**config.mk**
```make
export PLATFORM = sky130hd
export DESIGN_NAME = cam_px_capture
export DESIGN_NICKNAME = d
export VERILOG_FILES = /design/src/rtl/cam_px_capture.sv
export SDC_FILE = /design/constraint.sdc
export NUM_CORES = 1
export LEC_CHECK = 0
export ABC_CLOCK_PERIOD_IN_PS = 2900
export CAP_MARGIN = 20
export CORE_ASPECT_RATIO = 0.6
export CORE_MARGIN = 2
export CORE_UTILIZATION = 50
export CTS_CLUSTER_SIZE = 28
export DETAILED_ROUTE_END_ITERATION = 6
export PLACE_DENSITY = 0.8
export SLEW_MARGIN = 20
export SYNTH_ARGS = -nofsm -noshare
export SYNTH_HDL_FRONTEND = slang
export SYNTH_SLANG_ARGS = --single-unit
```
**constraint.sdc**
```tcl
create_clock -name clk -period 2.9 [get_ports clk]
set_input_delay 0.435 -clock clk [delete_from_list [all_inputs] [get_ports clk]]
set_output_delay 0.435 -clock clk [all_outputs]
set_load 0.1 [all_outputs]
```
**src/rtl/cam_px_capture.sv**
```systemverilog
// Camera byte-stream capture: pairs RGB565 bytes into RGB332 pixels and writes them into a
// SCREEN_X x SCREEN_Y buffer. Define CAM_TEST_PATTERN_EN to replace pixel data with colour bars.
module cam_px_capture #(
    parameter int AW       = 15,
    parameter int SCREEN_X = 160,
    parameter int SCREEN_Y = 120
) (
    input  logic          clk,
    input  logic          rst,
    input  logic          start,
    input  logic          vsync,
    input  logic          href,
    input  logic [7:0]    px_data,
    output logic [AW-1:0] mem_px_addr,
    output logic [7:0]    mem_px_data,
    output logic          px_wr,
    output logic [7:0]    line_cnt,
    output logic          frame_done,
    output logic          overflow
);
    localparam int CW = $clog2(SCREEN_X + 1);
    localparam int RW = $clog2(SCREEN_Y + 1);

    typedef enum logic [2:0] {IDLE, WAIT_VS, WAIT_FS, CAP_HI, CAP_LO, DONE} state_t;

    state_t        state, state_nx;
    logic [7:0]    hi;
    logic [CW-1:0] col;
    logic [RW-1:0] row;
    logic          line_px;
    logic          href_d;
    logic [7:0]    pix;
    logic          capturing, px_take, line_end, frame_clr;

    always_comb begin
        state_nx = state;
        case (state)
            IDLE:    if (start) state_nx = WAIT_VS;
            WAIT_VS: if (vsync) state_nx = WAIT_FS;
            WAIT_FS: if (!vsync) state_nx = CAP_HI;
            CAP_HI:  if (vsync) state_nx = DONE;
                     else if (href) state_nx = CAP_LO;
            CAP_LO:  state_nx = vsync ? DONE : CAP_HI;
            DONE:    state_nx = start ? WAIT_FS : IDLE;
            default: state_nx = IDLE;
        endcase
        if (!start && state != DONE) state_nx = IDLE;
    end

    assign capturing = (state == CAP_HI || state == CAP_LO) && start && !vsync;
    assign px_take   = capturing && state == CAP_LO && href;
    assign line_end  = capturing && href_d && !href;
    assign frame_clr = state == WAIT_FS && state_nx == CAP_HI;

    always_comb begin
        pix = 8'h00;
`ifdef CAM_TEST_PATTERN_EN
        if (col < CW'(SCREEN_X / 4))          pix = 8'hE0;
        else if (col < CW'(SCREEN_X / 2))     pix = 8'h1C;
        else if (col < CW'(3 * SCREEN_X / 4)) pix = 8'h03;
        else                                  pix = 8'hFF;
`else
        pix = {hi[7:5], hi[2:0], px_data[4:3]};
`endif
    end

    always_ff @(posedge clk or negedge rst) begin
        if (!rst) begin
            state       <= IDLE;
            hi          <= 8'h00;
            col         <= '0;
            row         <= '0;
            line_px     <= 1'b0;
            href_d      <= 1'b0;
            mem_px_addr <= '0;
            mem_px_data <= 8'h00;
            px_wr       <= 1'b0;
            line_cnt    <= 8'h00;
            frame_done  <= 1'b0;
            overflow    <= 1'b0;
        end else begin
            state      <= state_nx;
            href_d     <= href;
            px_wr      <= 1'b0;
            frame_done <= (state_nx == DONE);

            if (state == CAP_HI && href) hi <= px_data;

            if (frame_clr) begin
                col         <= '0;
                row         <= '0;
                line_px     <= 1'b0;
                line_cnt    <= 8'h00;
                overflow    <= 1'b0;
                mem_px_addr <= '0;
            end

            // col saturates at SCREEN_X so an over-long line keeps flagging overflow
            if (px_take) begin
                line_px <= 1'b1;
                if (col != CW'(SCREEN_X)) col <= col + 1'b1;
                if (col < CW'(SCREEN_X) && row < RW'(SCREEN_Y)) begin
                    px_wr       <= 1'b1;
                    mem_px_addr <= AW'(row) * AW'(SCREEN_X) + AW'(col);
                    mem_px_data <= pix;
                end else begin
                    overflow <= 1'b1;
                end
            end

            // empty lines count toward line_cnt but never advance the row
            if (line_end) begin
                if (line_cnt != 8'hFF) line_cnt <= line_cnt + 8'h01;
                if (line_px) begin
                    col <= '0;
                    if (row != RW'(SCREEN_Y)) row <= row + 1'b1;
                end
                line_px <= 1'b0;
            end
        end
    end
endmodule

```
After elaboration in Yosys (flattened, before gate mapping)
Cells that the tools add are included.
Widths: inputs -> output; s select.
{ "word_totals": {"reg_bits": 62, "input_bits": 13, "out_inout_bits": 34, "wordCells": 79} }
{ "classes": {"addsub": 4, "n_mul": 1, "n_lt_le_gt_ge": 2, "n_eq_ne": 11, "n_mux": 32, "reduce_logical": 17} }
{ "op_table": {"columns": ["cell", "count"], "rows": [
  ["$mux 8", 8],
  ["$mux 15", 3],
  ["$mux 7", 4],
  ["$mux 3", 7],
  ["$pmux 3 s6", 1],
  ["$add 8x1->8 const B", 2],
  ["$ne 8x8->1 const B", 2],
  ["$add 15x8->15", 1],
  ["$logic_and 1x1->1", 10],
  ["$mul 7x3->10 const B", 1],
  ["$eq 3x2->1 const B", 3],
  ["$eq 3x3->1 const B", 3],
  ["$lt 8x8->1 const B", 1],
  ["$mux 1", 8],
  ["$add 7x1->7 const B", 1],
  ["$lt 7x7->1 const B", 1],
  ["$ne 7x7->1 const B", 1],
  ["$eq 3x1->1 const B", 1],
  ["$logic_not 1->1", 3],
  ["$logic_not 3->1", 1],
  ["$ne 3x3->1 const B", 1],
  ["$reduce_bool 3->1", 1],
  ["$mux 2", 1],
  ["$reduce_and 2->1", 1],
  ["$logic_or 1x1->1", 1]
]} }

Logic depth before layout (Yosys ltp)
Gate-level depths: netlist of run 1.
{ "depth": {"ltp_word": 11, "depth_mapped": 10, "ltp_nobuf": 10} }

Least setup slack after synthesis of run 1
Ideal clock, no wire load.
{ "synth_timing": {"path_kind": "reg2reg", "start": "register line_cnt[0]", "end": "register line_cnt[5]", "setup_time_ns": 0.165, "arrival_ns": 2.249, "t_required_ns": 2.735, "path_slack_ns": 0.485, "path_stages_with_launch": 8, "n_path_buf": 0, "synth_period_minus_slack_ns": 2.415, "cell_sequence": "dfrtp_1 -> ha_1 -> and3_1 -> and3_1 -> a31o_2 -> and2_1 -> o21ai_0 -> o21ai_0"} }
{ "synth_via": {"elab_chain_len": 3, "word_cells_on_any_way": 4, "classes_between": "add/sub (1); eq/ne (1); mux (2)"} }
{ "synth_rtl": {"columns": ["element", "line", "source"], "rows": [
  ["start: declaration", "17", "output logic [7:0] line_cnt,"],
  ["start signal: assignment", "113", "if (line_cnt != 8'hFF) line_cnt <= line_cnt + 8'h01;"],
  ["$add 8x1->8 / $ne 8x8->1 (equally long branches)", "113", null],
  ["$mux 8 *", "113", null],
  ["$mux 8 *", "112", "if (line_end) begin"]
]} }
Mark *: on every way between the ends. The rest lies on a longest branch, timed or not.
A chain may end at the register's enable or synchronous reset.

Worst setup path in the final report of run 1
{ "layout_timing": {"start": "register row[2]", "end": "register mem_px_addr[14]"} }
{ "layout_via": {"elab_chain_len": 4, "word_cells_on_any_way": 6, "classes_between": "add/sub (1); mul (1); order compare (1); mux (2); reduce/logical (1)"} }
{ "layout_rtl": {"columns": ["element", "line", "source"], "rows": [
  ["start: declaration", "29", "logic [RW-1:0] row;"],
  ["start signal: assignment", "116", "if (row != RW'(SCREEN_Y)) row <= row + 1'b1;"],
  ["$mul 7x3->10 / $lt 7x7->1 (equally long branches)", "104, 102", null],
  ["$add 15x8->15 / $logic_and 1x1->1 (equally long branches)", "104, 102", null],
  ["$mux 15 *", "102", "if (col < CW'(SCREEN_X) && row < RW'(SCREEN_Y)) begin"],
  ["$mux 15 *", "99", "if (px_take) begin"],
  ["end signal: assignment", "104", "mem_px_addr <= AW'(row) * AW'(SCREEN_X) + AW'(col);"],
  ["end: declaration", "14", "output logic [AW-1:0] mem_px_addr,"]
]} }
Marks and branches as above.

==> metrics.md, run 1 <==
| Metric | Value |
|---|---|
| First-pass GRT wire length | 12,210 microns |
| Synth warnings | 0 |
| P_leak | approximately 0.0019 uW |
| Initial antenna violation count | 0 |
| Gp weighted congestion | 0.9322 |
| Vias per inst | around 5.5 |
| PwrDens | 499.2 mW/mm^2 |
| Fmax achieved | about 400 MHz |
| Grt ovf | 0 |
| Hold WC Path Type | input port to async pin |
| Rows | 22 |
| Reg2reg path depth | 8 |
| Slew headroom | roughly three fifths |
| CTS tree | yes |
| Final Hold Vio Count | 0 |
| Max IR drop VDD | 371.5 uV |
| CP startpoint kind | flop |
| CTS H-tree depth | 3 |
| Yosys reg bits | 60 |
| Placed Cells | 458 |
| Synth Area per Inst | 9.660 sq um |
| Clk slew on worst S/H paths | 0.08 ns |
| Filler cells | 550 |
| WL per Instance | between 15 and 20 microns |
| Share of cells above drive strength 1 | 18.97% |
| Die height | 66.13 microns |
| Final core occ | 63.09% |
| Clk buf depth | 2 |
| Syn_nets | 366 |
| Fin area | 0.003890 sq mm |
| Most common cell after layout, fill and taps aside | dfrtp_1 |
| Hold buffer count at cts | 0 |
| Mapped Area | 0.003217 sq mm |
| Root buf cell | clkbuf_8 |
| DRT antenna net count | 0 |
| Pre-antenna DRT Iters | 4 |
| Area growth, synth to finish | 20.93% |
| Post-synth cell types | 50 |
| Vias in the first global route | 2,471 |
| R2r startpoint | row[2] |
| N_diodes | 0 |
| DP Area | roughly 0.0037 sq mm |
| CTS buffer count | 9 |
| Clk_lat worst skew | ~0.35 ns |
| R2R Path End | mem_px_addr[14] |
| Post-CTS sizing | 0 |
| Initial Util | a little over half |
| Status | finished clean |
| CORE AREA | about 0.0062 sq mm |
| Synth top area share | a little under half |
| I/O pins | 47 |
| Post-layout min period | 2.517 ns |
| Final cell count without fillers | about 470 |
| Clk sinks | 60 |
| DR DRC count | 0 |
| Max-cap viol count | 0 |
| Die area | 0.007112 sq mm |
| Setup Skew | 0.01300 ns |
| # setup viols final | 0 |
| Worst-margin pin slew | 0.6155 ns |
| CP Capture Type | flop |
| FF-to-FF setup slack | 0.38 ns |
| Sequential area share after synthesis | 46.67% |
| Most frequent cells in the layout | 60 x dfrtp_1, 44 x nand2_1, 40 x buf_4 |
| Setup TNS | 0 ns |
| Gr usage total | about 22% |
| Dpl hpwl | 5293 microns |
| CP required | 3.17 ns |
| Synth area leaders | dfrtp_1 47%, ha_1 7.0%, nand2_1 5.1% |
| Setup repair after global routing missed its margin | no |
| Nets@finish | 418 |
| Count of input and output buffers | 46 |
| Hold slack | approximately 0.095 ns |
| Fin. max-slew vios | 0 |
| Synthesized instance count | 333 |
| DR vias | 2,628 |
| Period utilization | 86.80% |
| Horiz. Die Dim | 107.6 microns |
| Largest net degree at the start of global routing | 30 |
| Routed WL | between 7000 and 8000 microns |
| Dominant cell type by area after synthesis | dfrtp_1 |
| Post-CTS Setup Inserts | 0 |
| Crit Path Max Fanout | 8 |
| CP Class | flop to flop |
| WP data arrival | 2.78 ns |
| Initial drt markers | approximately 140 |
==> synth_stat cells (all sizes together) <==
cell type  instances
dfrtp             60
a31o               2
inv               13
and3b              1
nand4b             4
nand2b             6
clkbuf             5
o21bai             2
mux2i              1
o2bb2ai            1
a31oi              2
or3b               1
nand3b             3
nand4              4
xnor2              7
and4bb             1
nand2             45
xor2               6
nor2              17
nand3             27
a32oi              2
nor4b              1
mux2               6
o21a               1
o211a              1
o31ai              2
a211oi             1
ha                18
and3              11
nor3b              3
a21oi             13
a22o               1
o21ai             43
fa                 2
o22ai              1
and2               5
buf                6
or3                2
a21o               1
nor2b              5
==> power by group <==
group	switching, uW	internal (uW)	leakage, uW	total [uW]
Combinational	121	68.2	0.000982	189
Sequential	34.1	884	0.000823	918
Clock	350	484	0.000102	834
==> cell families (layout without fill, tap and decap cells) <==
kind of cell,Yosys count,count (layout),share of synthesized area (%)
AO/OA/AOI/OAI,73,73,13.11
XOR/XNOR,13,13,3.540
adder cells (fa/ha/maj),20,20,8.246
buffers and inverters,24,81,3.500
flip-flops,60,60,46.67
multiplexers,7,7,2.411
AND/OR/NAND/NOR,136,136,22.52
==> how the worst max path moves through the flow <==
stage	from	to	slack (ns)	depth (start not counted)
after global routing	row[3]	mem_px_addr[14]	0.24	9
final	row[2]	mem_px_addr[14]	0.38	8
after floorplan	line_cnt[0]	line_cnt[5]	0.49	7
after CTS	row[2]	mem_px_addr[14]	0.37	8
after global placement	row[1]	mem_px_addr[13]	0.49	10
after detailed placement	row[3]	mem_px_addr[14]	0.41	9
==> metal layers <==
metal  vias up  GRT usage, %  share of wire, %
met3         9         6.010               6.5
met5         -             0                 0
met2        73         31.37                43
met1      1268         33.52                50
li1       1278             -                 -
met4         0         6.571              0.90
==> through the flow <==
| step | setup slack, ns | power [uW] |
|---|---|---|
| 3_5_place_dp | 0.4111 | 1125 |
| 5_1_grt | 0.2421 | 2024 |
| 4_1_cts | 0.3726 | 1953 |
| 3_3_place_gp | 0.4900 | 1118 |
| 6_report | 0.3828 | 1942 |
| 2_1_floorplan | 0.4853 | 1057 |
==> final cells by class <==
| class | instances | area (sq um) | share of cell area, % |
|---|---|---|---|
| Multi-Input combinational cell | 249 | 1603 | 41.20 |
| Sequential cell | 60 | 1501 | 38.60 |
| Timing Repair Buffer | 52 | 415.4 | 10.68 |
| Clock buffer | 10 | 127.6 | 3.281 |
| Tap cell | 84 | 105.1 | 2.702 |
| Clock inverter | 6 | 88.84 | 2.284 |
| Inverter | 13 | 48.80 | 1.254 |
==> state kept, by name, indices dropped and copies added, names as in the netlist <==
name         count
frame_done       1
state            3
row              7
px_wr            1
hi               6
line_px          1
overflow         1
col              8
line_cnt         8
mem_px_data      8
href_d           1
mem_px_addr     15
==> worst max-delay path: stages, from the launching register on <==
cell,delay (ns)
dfrtp_1,0.46
ha_1,0.36
ha_1,0.30
a211oi_1,0.31
nor2_1,0.12
xor2_1,0.25
nor3b_1,0.33
a32oi_1,0.16
a21oi_1,0.16
(Power assumes the default switching activity.)
==> run 2: changes to the inputs <==
--- a/config.mk
+++ b/config.mk
@@ -10,6 +10,7 @@
 export CORE_ASPECT_RATIO = 0.6
 export CORE_MARGIN = 2
 export CORE_UTILIZATION = 50
+export CTS_CLUSTER_DIAMETER = 50
 export CTS_CLUSTER_SIZE = 28
 export DETAILED_ROUTE_END_ITERATION = 6
 export PLACE_DENSITY = 0.8
@@ -17,3 +18,4 @@
 export SYNTH_ARGS = -nofsm -noshare
 export SYNTH_HDL_FRONTEND = slang
 export SYNTH_SLANG_ARGS = --single-unit
+export TNS_END_PERCENT = 10
==> results of run 2 <==
The final DEF is identical to that of run 1; final timing and power are the same.
